**src/rtl/din_packer.sv**
```systemverilog
// Producer for the DUT din channel: packs a serial byte stream into 8-lane frames
// and hands each frame over a vld/busy handshake, counting delivered frames.
module din_packer #(
    parameter int unsigned DATA_W = 8,
    parameter int unsigned CNT_W  = 16
) (
    input  logic              clk,
    input  logic              rst,
    input  logic              in_vld,
    input  logic [DATA_W-1:0] in_data,
    input  logic              in_sof,
    output logic              in_busy,
    output logic              din_vld,
    output logic [DATA_W-1:0] din_data_a,
    output logic [DATA_W-1:0] din_data_b,
    output logic [DATA_W-1:0] din_data_c,
    output logic [DATA_W-1:0] din_data_d,
    output logic [DATA_W-1:0] din_data_e,
    output logic [DATA_W-1:0] din_data_f,
    output logic [DATA_W-1:0] din_data_g,
    output logic [DATA_W-1:0] din_data_h,
    input  logic              din_busy,
    output logic [CNT_W-1:0]  frame_cnt,
    output logic              drop_pulse
);

    localparam int unsigned LANES = 8;
    localparam int unsigned CW    = 3;

    logic [CW-1:0]     cnt;
    logic [DATA_W-1:0] asm_q [LANES-1];
    logic [DATA_W-1:0] out_q [LANES];
    logic              out_full;

    logic last;
    logic in_acc;
    logic out_acc;
    logic load;

    // Upstream stalls only when byte 8 would overwrite a frame the DUT still refuses.
    assign last    = (cnt == CW'(LANES - 1));
    assign in_busy = last & out_full & din_busy;
    assign in_acc  = in_vld & ~in_busy;
    assign out_acc = out_full & ~din_busy;
    assign load    = in_acc & ~in_sof & last;

    // Byte counter and assembly lanes a..g; sof restarts the frame at lane a.
    always_ff @(posedge clk or negedge rst) begin
        if (!rst) begin
            cnt <= '0;
            for (int unsigned i = 0; i < LANES - 1; i++) asm_q[i] <= '0;
        end else if (in_acc) begin
            if (in_sof) begin
                asm_q[0] <= in_data;
                cnt      <= CW'(1);
            end else if (last) begin
                cnt <= '0;
            end else begin
                asm_q[cnt] <= in_data;
                cnt        <= cnt + CW'(1);
            end
        end
    end

    // Output frame register; a load may coincide with acceptance of the previous frame.
    always_ff @(posedge clk or negedge rst) begin
        if (!rst) begin
            out_full <= 1'b0;
            for (int unsigned i = 0; i < LANES; i++) out_q[i] <= '0;
        end else if (load) begin
            out_full <= 1'b1;
            for (int unsigned i = 0; i < LANES - 1; i++) out_q[i] <= asm_q[i];
            out_q[LANES-1] <= in_data;
        end else if (out_acc) begin
            out_full <= 1'b0;
        end
    end

    always_ff @(posedge clk or negedge rst) begin
        if (!rst) begin
            frame_cnt  <= '0;
            drop_pulse <= 1'b0;
        end else begin
            if (out_acc) frame_cnt <= frame_cnt + CNT_W'(1);
            drop_pulse <= in_acc & in_sof & (cnt != '0);
        end
    end

    assign din_vld    = out_full;
    assign din_data_a = out_q[0];
    assign din_data_b = out_q[1];
    assign din_data_c = out_q[2];
    assign din_data_d = out_q[3];
    assign din_data_e = out_q[4];
    assign din_data_f = out_q[5];
    assign din_data_g = out_q[6];
    assign din_data_h = out_q[7];

endmodule

```
**config.mk**
```make
export PLATFORM = sky130hd
export DESIGN_NAME = din_packer
export DESIGN_NICKNAME = d
export VERILOG_FILES = /design/src/rtl/din_packer.sv
export SDC_FILE = /design/constraint.sdc
export NUM_CORES = 1
export LEC_CHECK = 0
export CAP_MARGIN = 20
export CORE_MARGIN = 2
export CORE_UTILIZATION = 39
export CTS_CLUSTER_SIZE = 16
export DETAILED_ROUTE_END_ITERATION = 8
export SYNTH_ARGS = -nofsm -noshare
export SYNTH_HDL_FRONTEND = slang
export SYNTH_SLANG_ARGS = --single-unit
```
**constraint.sdc**
```tcl
create_clock -name clk -period 2 [get_ports clk]
set_input_delay 0.6 -clock clk [delete_from_list [all_inputs] [get_ports clk]]
set_output_delay 0.6 -clock clk [all_outputs]
set_load 0.02 [all_outputs]
```
==> results of run 1 <==
[per-stage QoR]
step                      std cells  TNS [ns]  power, W
after floorplan                 348         0   0.00489
after global placement          642    -32.85   0.00573
after detailed placement        642    -36.70   0.00579
after CTS                       674   -0.0836   0.00891
after global routing            675   -0.0925   0.00921
final                           675   -0.0359   0.00877
[placed cells by master, fill, tap and decap left out, types with 9 or more instances in the layout]
master	netlist	layout
mux2_2	102	102
clkdlybuf4s50_1	0	21
clkbuf_16	0	17
mux2_4	19	19
buf_4	0	22
dfrtp_1	141	141
dlygate4sd2_1	0	32
xnor2_1	9	9
nand2_1	11	11
dlymetal6s2s_1	0	40
[worst paths after layout]
check	startpoint	end	slack, ns
min reg2reg	frame_cnt[15]	frame_cnt[15]	0.46
max	cnt[1]	in_busy	-0.04
max reg2reg	cnt[1]	asm_q[53]	0.10
min in group clk	frame_cnt[15]	frame_cnt[15]	0.46
min	rst	din_data_f[3]	0.11
max in group asynchronous	rst	cnt[0]	1.28
[area by class of cell]
type	instances	area [µm²]
Fill cell	1166	6230
Sequential cell	141	3530
Multi-Input combinational cell	194	1980
Timing Repair Buffer	123	1300
Clock buffer	26	519
Tap cell	180	225
Clock inverter	6	80.1
Inverter	5	18.8
[cells by family (layout without fill, tap and decap cells)]
kind of cell,Yosys count,in the layout,synth area share
DFF,141,141,0.634
muxes,121,121,0.258
and+or+nand+nor,49,49,0.0578
buffers and inverters,13,160,0.0128
AOI/OAI and AO/OA,5,5,0.00450
xor gates and xnor gates,15,15,0.0236
adders and majority gates,4,4,0.00900
[worst max-delay path, delay by kind of cell (launching register included)]
| kind | cells | cell delay, ns |
|---|---|---|
| buf+inv | 1 | 0.13 |
| flops | 1 | 0.39 |
| fa+ha+maj | 2 | 0.37 |
| simple gates | 1 | 0.15 |
[power by group]
group	internal (W)	switching, W
Sequential	0.00351	0.000342
Combinational	0.00102	0.000770
Clock	0.00203	0.00110
[layer usage]
| metal | GRT usage | wire length (µm) | vias up |
|---|---|---|---|
| li1 | - | - | 1500 |
| met1 | 0.211 | 5220 | 1649 |
| met2 | 0.238 | 5200 | 68 |
| met3 | 0.0554 | 658 | 11 |
| met4 | 0.0618 | 147 | 0 |
| met5 | 0 | 0 | - |
[what timing repair did]
item,4_1_cts,5_1_grt
gates resized for setup,39,42
setup endpoints to repair,33,41
pin swaps,0,1
setup buffers,0,1
gates cloned,0,0
==> results by stage, run 1 <==
Yosys:
- The top-area cell type share of the netlist area is 0.634.
- The total of flip-flops plus latches after synthesis is 141.
- The cell count after synthesis came out at 348.
- The library cell occupying the most area in the post-synthesis netlist is dfrtp_1.
- The cell area after synthesis is 0.00556 mm².
- In the post-synthesis netlist, the cell with the most instances is dfrtp_1.
- For this run, the number of Yosys warnings is 0.
- The synthesized area per cell is 16.0 µm².
- After synthesis, the share of flip-flops with an asynchronous set or reset is 1.00.
- The most used flip-flop cell after synthesis is dfrtp_1.
- The post-synthesis sequential area ratio is 0.634.
- Counting distinct cell types in the post-synthesis netlist gives 34.
- The synthesized design contains 0 enable-type register cells.
- The commonest cells after synthesis are 141 x dfrtp_1, 102 x mux2_2, 19 x mux2_4, 11 x nand2_1, 9 x xnor2_1.
- In the post-synthesis netlist, the biggest area contributors are dfrtp_1 63%, mux2_2 21%, mux2_4 5.1%, xnor2_1 1.4%, xor2_1 0.94%.
- The number of nets handed over by synthesis was 365.

Global route:
- The total overflow left after global routing is 0.
- The number of antenna violations at the first check in global routing was 0.
- The global-route usage over all layers is 0.158.
- The pin count of the biggest net entering global routing is between 40 and 50.
- The number of global-route vias before repair is around 3300.
- The first global-routing pass estimated between 15000 and 20000 µm of wire.

Timing:
- The slew at the pin closest to its max-slew limit is 0.445 ns.
- Setup repair after global routing could not meet its margin everywhere.
- Timing would allow up to 491 MHz.
- The worst clock skew is 0.00479 ns.
- The final-report max-slew violation count is 0.
- The post-route minimum period is roughly 2.0 ns.
- The final hold violation count is 0.
- The tightest slew margin relative to the limit is 0.702.
- The least setup slack across all paths after layout is -0.0359 ns.
- The ratio of final minimum period to clock period is 1.02.
- The final hold slack is 0.114 ns.
- Setup violations remaining at the end of the flow were counted as 1.

Worst setup path:
- STA classifies the critical path startpoint as a flop.
- Walking the worst path, the cells encountered are ha_2, ha_4, and3_4, buf_6.
- STA classifies the critical path endpoint as an output pin.
- The arrival time at the worst endpoint is ~1.4 ns.
- On the critical path, the stage with the largest delay is an instance of dfrtp_1.
- The delay of the slowest critical-path stage is around 0.39 ns.
- STA puts the critical path data required time at 1.40 ns.
- The worst setup path is of the reg2out kind.
- The highest fanout seen on the critical path is 2.
- The number of cells on the worst reg-to-reg path is 8.

Clocking:
- The hold buffer count at CTS is 0.
- The CTS tree is built.
- The sink count of the clock tree is 141.
- The buffer levels on the longest clock path is 2.
- The H-tree was split into 4 levels.
- The later pin in the worst-skew pair is clocked with a latency of 0.41 ns.
- After clock tree synthesis, the clock-pin slew on the worst setup and hold paths is 0.06 ns.
- The number of buffers added by the clock tree synthesis step is 17.
- The clock root buffer is clkbuf_16.

Pwr:
- The worst ir drop on vdd is 0.000475 V.
- The analysis attributes to cell leakage a power of 4.51 nW.
- In this run the power density over the cells is 1150 mW/mm².

Final layout:
- The cell area after layout is between 0.007 and 0.008 mm².
- The final net count is 499.
- In the final layout, the registers with the most flip-flops are asm_q x56, frame_cnt x16.
- The register with the most flip-flops in the layout has 56 of them.
- The core occupancy in the finished layout is 0.551.
- The largest register by flop count is asm_q.
- The growth of design area from synthesis to finish is 37.5%.
- The number of antenna diodes in the final layout is 0.
- The proportion of layout cells with a drive suffix above 1 is 0.394.

Floorplan:
- The die is 123 µm wide.
- between 90 and 100 I/O pins were placed.
- The y dimension of the die is 123 µm.
- The count of standard-cell rows is 43.
- The region available for standard cell placement spans 0.0139 mm².
- The initial utilization of the core area, before any placement, comes to 0.401.
- The die covers 0.0152 mm².

Route:
- Summed over all layers, the routed wires come to 11200 µm.
- The remaining antenna violation count after routing is 0.
- For this run, design rule violations remaining after detail routing come to 0.
- The number of search-and-repair iterations in the first detailed-routing pass is 4.
- The detailed router's first-iteration violation count is 135.
- Using the TritonRoute via totals, the vias-per-cell ratio works out to 4.78.
- The average wire per standard cell is 16.6 µm.
- The detailed router placed 3228 vias in this run.

Place:
- The half-perimeter wire length after placement is 7540 µm.
- In this run the tool buffered the top-level ports with 95 buffer cells.
- Summing all placed instances gives a cell area of 0.00696 mm².
- The worst slack at placement is -0.519 ns.
- The weighted congestion at the end of routability-driven global placement is 0.738.

Run status:
- The checks that failed: setup timing.
- The run finished, with violations left.

Worst hold path:
- The worst min-delay path class is in2async.

Flow run:
- The reported max-cap violation count is 0.
(Power assumes the default switching activity.)
==> inputs of run 2 (changes only) <==
--- a/config.mk
+++ b/config.mk
@@ -8,7 +8,7 @@
 export CAP_MARGIN = 20
 export CORE_MARGIN = 2
 export CORE_UTILIZATION = 39
-export CTS_CLUSTER_SIZE = 16
+export CTS_CLUSTER_SIZE = 24
 export DETAILED_ROUTE_END_ITERATION = 8
 export SYNTH_ARGS = -nofsm -noshare
 export SYNTH_HDL_FRONTEND = slang
==> results of run 2 <==
No change in the layout: final DEF, timing and power equal those of run 1.
